$ cat config.mk
export PLATFORM = sky130hd
export DESIGN_NAME = stonyman_row_assembler
export DESIGN_NICKNAME = d
export VERILOG_FILES = /design/src/rtl/stonyman_pkg.sv /design/src/rtl/stonyman_row_assembler_pixel_column_writer.sv /design/src/rtl/stonyman_row_assembler.sv
export SDC_FILE = /design/constraint.sdc
export NUM_CORES = 2
export LEC_CHECK = 0
export CAP_MARGIN = 40
export CORE_MARGIN = 2
export CORE_UTILIZATION = 45
export DETAILED_ROUTE_END_ITERATION = 16
export GPL_ROUTABILITY_DRIVEN = 0
export MAX_ROUTING_LAYER = met4
export PLACE_DENSITY_LB_ADDON = 0.25
export RECOVER_POWER = 25
export SLEW_MARGIN = 20
export SYNTH_ARGS = -nofsm -noshare
export SYNTH_HDL_FRONTEND = slang
export SYNTH_SLANG_ARGS = --single-unit
$ cat constraint.sdc
create_clock -name clock -period 4.59 [get_ports clock]
set_input_delay 0.918 -clock clock [delete_from_list [all_inputs] [get_ports clock]]
set_output_delay 0.918 -clock clock [all_outputs]
set_load 0.02 [all_outputs]
$ cat src/rtl/stonyman_pkg.sv
// Shared definitions for the Stonyman capture path (row assembler and pupil_detect).
package stonyman_pkg;

  localparam int RESOLUTION_DEF = 112;
  localparam int PIXEL_W_DEF    = 8;
  localparam int ROW_W_DEF      = RESOLUTION_DEF * PIXEL_W_DEF;

  localparam logic [1:0] ST_IDLE  = 2'd0;
  localparam logic [1:0] ST_FILL  = 2'd1;
  localparam logic [1:0] ST_DRAIN = 2'd2;
  localparam logic [1:0] ST_DONE  = 2'd3;

endpackage

$ cat src/rtl/stonyman_row_assembler_pixel_column_writer.sv
// Column counter and assembly buffer for one sensor row; PIXEL_BINARIZE_EN stores
// thresholded pixels instead of raw samples.
module pixel_column_writer
  import stonyman_pkg::*;
#(
  parameter int RESOLUTION = RESOLUTION_DEF,
  parameter int PIXEL_W    = PIXEL_W_DEF
) (
  input  logic                            clock,
  input  logic                            reset,
  input  logic                            clear,
  input  logic                            write_en,
  input  logic [PIXEL_W-1:0]              pixel_data,
  input  logic [PIXEL_W-1:0]              threshold,
  output logic [RESOLUTION*PIXEL_W-1:0]   row_next,
  output logic                            row_done
);

  localparam int COL_W = $clog2(RESOLUTION);
  localparam int ROW_W = RESOLUTION * PIXEL_W;

  logic [COL_W-1:0]   col_q, col_d;
  logic [ROW_W-1:0]   buf_q, buf_d;
  logic [PIXEL_W-1:0] stored;

`ifdef PIXEL_BINARIZE_EN
  // Dark pupil pixels become all-ones so the detector can simply count set bits.
  assign stored = (pixel_data < threshold) ? {PIXEL_W{1'b1}} : {PIXEL_W{1'b0}};
`else
  logic unused_threshold;
  assign unused_threshold = ^threshold;
  assign stored = pixel_data;
`endif

  always_comb begin
    col_d    = col_q;
    buf_d    = buf_q;
    row_done = 1'b0;
    if (clear) col_d = '0;
    if (write_en) begin
      buf_d[col_d*PIXEL_W +: PIXEL_W] = stored;
      if (!clear && col_q == COL_W'(RESOLUTION - 1)) begin
        col_d    = '0;
        row_done = 1'b1;
      end else begin
        col_d = col_d + 1'b1;
      end
    end
  end

  // Next-state buffer is exported so the completed row can be captured on the same edge.
  assign row_next = buf_d;

  always_ff @(posedge clock) begin
    if (!reset) begin
      col_q <= '0;
      buf_q <= '0;
    end else begin
      col_q <= col_d;
      buf_q <= buf_d;
    end
  end

endmodule

$ cat src/rtl/stonyman_row_assembler.sv
// Packs Stonyman pixels into rows and hands them to pupil_detect via valid/ack.
// Optional build macro: PIXEL_BINARIZE_EN (thresholded pixel storage).
module stonyman_row_assembler
  import stonyman_pkg::*;
#(
  parameter int RESOLUTION = RESOLUTION_DEF,
  parameter int PIXEL_W    = PIXEL_W_DEF
) (
  input  logic                          clock,
  input  logic                          reset,
  input  logic                          frame_start,
  input  logic [PIXEL_W-1:0]            pixel_data,
  input  logic                          pixel_valid,
  input  logic [PIXEL_W-1:0]            threshold,
  input  logic                          row_ack,
  output logic [RESOLUTION*PIXEL_W-1:0] img_buf_newline,
  output logic                          newline_valid,
  output logic [7:0]                    row_index,
  output logic                          frame_capture_done,
  output logic                          overrun
);

  localparam int ROW_CNT_W = $clog2(RESOLUTION);
  localparam int ROW_W     = RESOLUTION * PIXEL_W;

  logic [1:0]           state_q, state_d;
  logic [ROW_CNT_W-1:0] row_q, row_d;
  logic [ROW_W-1:0]     line_q, line_d;
  logic                 valid_q, valid_d;
  logic [7:0]           index_q, index_d;
  logic                 done_q, done_d;
  logic                 overrun_q, overrun_d;

  logic                 write_en;
  logic                 row_done;
  logic [ROW_W-1:0]     row_next;

  assign write_en = pixel_valid && (state_q == ST_FILL || frame_start);

  pixel_column_writer #(
    .RESOLUTION (RESOLUTION),
    .PIXEL_W    (PIXEL_W)
  ) u_writer (
    .clock      (clock),
    .reset      (reset),
    .clear      (frame_start),
    .write_en   (write_en),
    .pixel_data (pixel_data),
    .threshold  (threshold),
    .row_next   (row_next),
    .row_done   (row_done)
  );

  always_comb begin
    state_d   = state_q;
    row_d     = row_q;
    line_d    = line_q;
    valid_d   = valid_q;
    index_d   = index_q;
    done_d    = done_q;
    overrun_d = overrun_q;
    if (frame_start) begin
      state_d   = ST_FILL;
      row_d     = '0;
      valid_d   = 1'b0;
      done_d    = 1'b0;
      overrun_d = 1'b0;
    end else begin
      if (row_ack) valid_d = 1'b0;
      case (state_q)
        ST_FILL: begin
          if (row_done) begin
            // An ack on the same edge frees the slot, so the new row loads without a gap.
            if (!valid_q || row_ack) begin
              line_d  = row_next;
              valid_d = 1'b1;
              index_d = 8'(row_q);
            end else begin
              overrun_d = 1'b1;
            end
            if (row_q == ROW_CNT_W'(RESOLUTION - 1)) begin
              row_d   = '0;
              state_d = ST_DRAIN;
            end else begin
              row_d = row_q + 1'b1;
            end
          end
        end
        ST_DRAIN: begin
          if (!valid_q) begin
            done_d  = 1'b1;
            state_d = ST_DONE;
          end
        end
        default: ;
      endcase
    end
  end

  always_ff @(posedge clock) begin
    if (!reset) begin
      state_q   <= ST_IDLE;
      row_q     <= '0;
      line_q    <= '0;
      valid_q   <= 1'b0;
      index_q   <= '0;
      done_q    <= 1'b0;
      overrun_q <= 1'b0;
    end else begin
      state_q   <= state_d;
      row_q     <= row_d;
      line_q    <= line_d;
      valid_q   <= valid_d;
      index_q   <= index_d;
      done_q    <= done_d;
      overrun_q <= overrun_d;
    end
  end

  assign img_buf_newline    = line_q;
  assign newline_valid      = valid_q;
  assign row_index          = index_q;
  assign frame_capture_done = done_q;
  assign overrun            = overrun_q;

endmodule

==> out/results.txt <==
outcome - finished, violations left
failing checks - capacitance limit, slew limit
Synth area leader - dfxtp_1
synthesized flop and latch total - 1818
initial antenna violation count - 2
critical path arrival - 5.06 ns
power density over the cells - 371 nW/um^2
worst vdd ir - 0.281 mV
headroom to the max-slew limit - -0.651
Total Power - 0.0317 W
CTS H-tree depth - 4
# setup viols final - 0
HP Class - flop to flop
Hold Buf Count CTS - 0
Die ar. - 151000 sq um
vias per inst - 5.63
Least-Margin Pin Slew - 2.48 ns
largest net degree at the start of global routing - 238
dpl cell area - 79200 sq um
Hold Fails Final Rpt - 0
P_sw - 0.00691 W
first-pass GRT wire length - 363 mm
drt wl/cell - 25.1 um
Sink Count - 1818
Slew Viols, Final - 310
most frequent cell after synthesis - dfxtp_1
Reg power frac - 0.498
global route overflow - 0
fmax - 232 MHz
final worst slack - 0.278 ns
Reg area - 36400 sq um
drt total wl - 251 mm
Yosys Warn Count - 0
crit start category - input pin
sequential area share after synthesis - 0.548
share of post-route cells with drive strength above 1 - 0.0928
P_leak - 32.0 nW
# rows - 140
max_cap viols - 3
Clock Path Buffers - 3
most frequent cells after synthesis - 1818 x dfxtp_1, 1036 x nand2_1, 610 x nor2b_1
switching part of the total - 0.218
worst skew pair latency - 0.83 ns
Synth Flop Type - dfxtp_1
Vias - 56400
Cell Area, Synth - 66400 sq um
top cells by area, synth - dfxtp_1 55%, a21boi_0 6.6%, nand2_1 5.9%
fillers - 12800
internal power - 0.0248 W
DP Worst Slack - -0.307 ns
TritonCTS clock tree - done
post-DP HPWL - 176 mm
Area Overhead vs Synth - 28.5%
core area - 146000 sq um
period utilization - 0.939
Post-synth EDFFs - 0
die height - 388 um
I/O pin count - 928
Gate Count Post-Synth - 7101
post-layout instance area - 85300 sq um
# port buffers - 918
GR Util All Layers - 0.332
CP Class - input pin to flop
Worst Path Required - 5.34 ns
DRC Markers - 0
Final Skew - 0.0362 ns
Root Driver - clkbuf_16
Final nets - 7986
first-pass iteration count of the detailed router - 6
vias in the first global route - 53600
CP max FO - 101
hold slack - 0.452 ns
post-CTS setup buffers - 0
Gate power share - 0.025
number of buffers created by CTS - 180
syn_nets - 7126
Synth async-reset ratio - 0
RSZ-0062 raised after global routing - no
Initial Util - 0.454
CP endpoint kind - flop
# resized after CTS - 0
Post-DRT Antenna Nets - 0
setup tns final - 0 ns
top-area cell type share of the netlist area - 0.548
Final min period - 4.31 ns
Worst-path clk slew - 0.06 ns
Mapped Avg Cell Area - 9.34 sq um
clock share of power - 0.477
Netlist cell types - 78
Die X - 388 um
DRT iter0 DRCs - 5176
footprint of the multi-input gates - 28000 sq um
## worst paths after layout
kind	from	end	slack, ns	cells after the start
setup / recovery	frame_start	img_buf_newline[300]	0.28	8
hold / removal	u_writer.buf_q[384]	img_buf_newline[384]	0.45	2
setup reg to reg	u_writer.col_q[4]	img_buf_newline[124]	0.31	10
hold reg to reg	u_writer.buf_q[384]	img_buf_newline[384]	0.45	2
## metal layers
layer  vias to the layer above  track usage  part of all wire
met5                         -            -                 0
met4                         0        0.158             0.054
met3                       531       0.0804             0.084
met2                      2299        0.514              0.46
met1                     27400        0.406              0.41
li1                      26200            -                 -
## power groups by stage
stage	logic, W	clock network, W	registers (W)
2_1_floorplan	0.000462	0	0.0161
3_3_place_gp	0.000762	0	0.0161
3_5_place_dp	0.000770	0	0.0161
4_1_cts	0.000770	0.0152	0.0158
5_1_grt	0.000820	0.0159	0.0158
6_report	0.000791	0.0151	0.0158
## cells by family after synthesis
kind of cell	after synthesis	synth area share
and+or+nand+nor	2345	0.174
AOI/OAI and AO/OA	2040	0.194
DFF	1818	0.548
buffers and inverters	575	0.0346
muxes	305	0.0460
xor gates and xnor gates	13	0.00172
adders and majority gates	4	0.000754
other	1	0.0000565
## critical path, stage by stage
cell and delay [ns]:
clkdlybuf4s50_1 0.47, buf_4 0.24, nand2b_1 0.23, nor3b_1 0.47
and4_4 0.40, clkbuf_2 1.51, nand2_1 0.45, a21boi_0 0.28
## metrics by stage
stage / std cells / util
global route: 10000 / 0.584
global placement: 9690 / 0.542
finish: 10000 / 0.584
detailed placement: 9693 / 0.542
floorplan: 7101 / -
CTS: 10000 / 0.584
## cell usage in the layout, fill, tap and decap left out, types with 9 or more instances in the layout
cell type / instances
buf_4: 264
a21oi_1: 410
clkdlybuf4s50_1: 274
a22o_1: 40
a21boi_0: 581
o21ai_0: 587
nand4_1: 22
nor3_1: 22
nor2_2: 16
nand3_2: 9
dfxtp_1: 1818
nor2b_1: 610
dlygate4sd3_1: 641
mux2i_1: 305
and3_1: 10
and2_1: 11
nand2_1: 1034
nor3_2: 26
clkinv_2: 26
a31oi_1: 83
bufinv_16: 10
nor2_4: 14
nand3_1: 251
buf_12: 56
nand2b_1: 22
clkbuf_8: 49
clkbuf_1: 41
or3_1: 28
nor2_1: 200
nor3_4: 16
clkbuf_16: 183
a22oi_1: 264
a32oi_1: 24
## layout make-up
cell class | instances | share of cell area
sequential | 1818 | 0.427
inverter | 8 | 0.000352
multi-input combinational | 4708 | 0.328
clock inverter | 55 | 0.00823
timing repair buffer | 1245 | 0.145
tap | 1917 | 0.0281
antenna | 3 | 0.0000880
clock buffer | 271 | 0.0633
## sequential cells by signal (all words and copies together) (netlist names)
register and flops:
frame_capture_done 1, img_buf_newline 896, newline_valid 1, overrun 1
row_index 7, row_q 7, state_q 2, u_writer.buf_q 896
u_writer.col_q 7
Note: power is estimated with default switching activity, not from simulation.
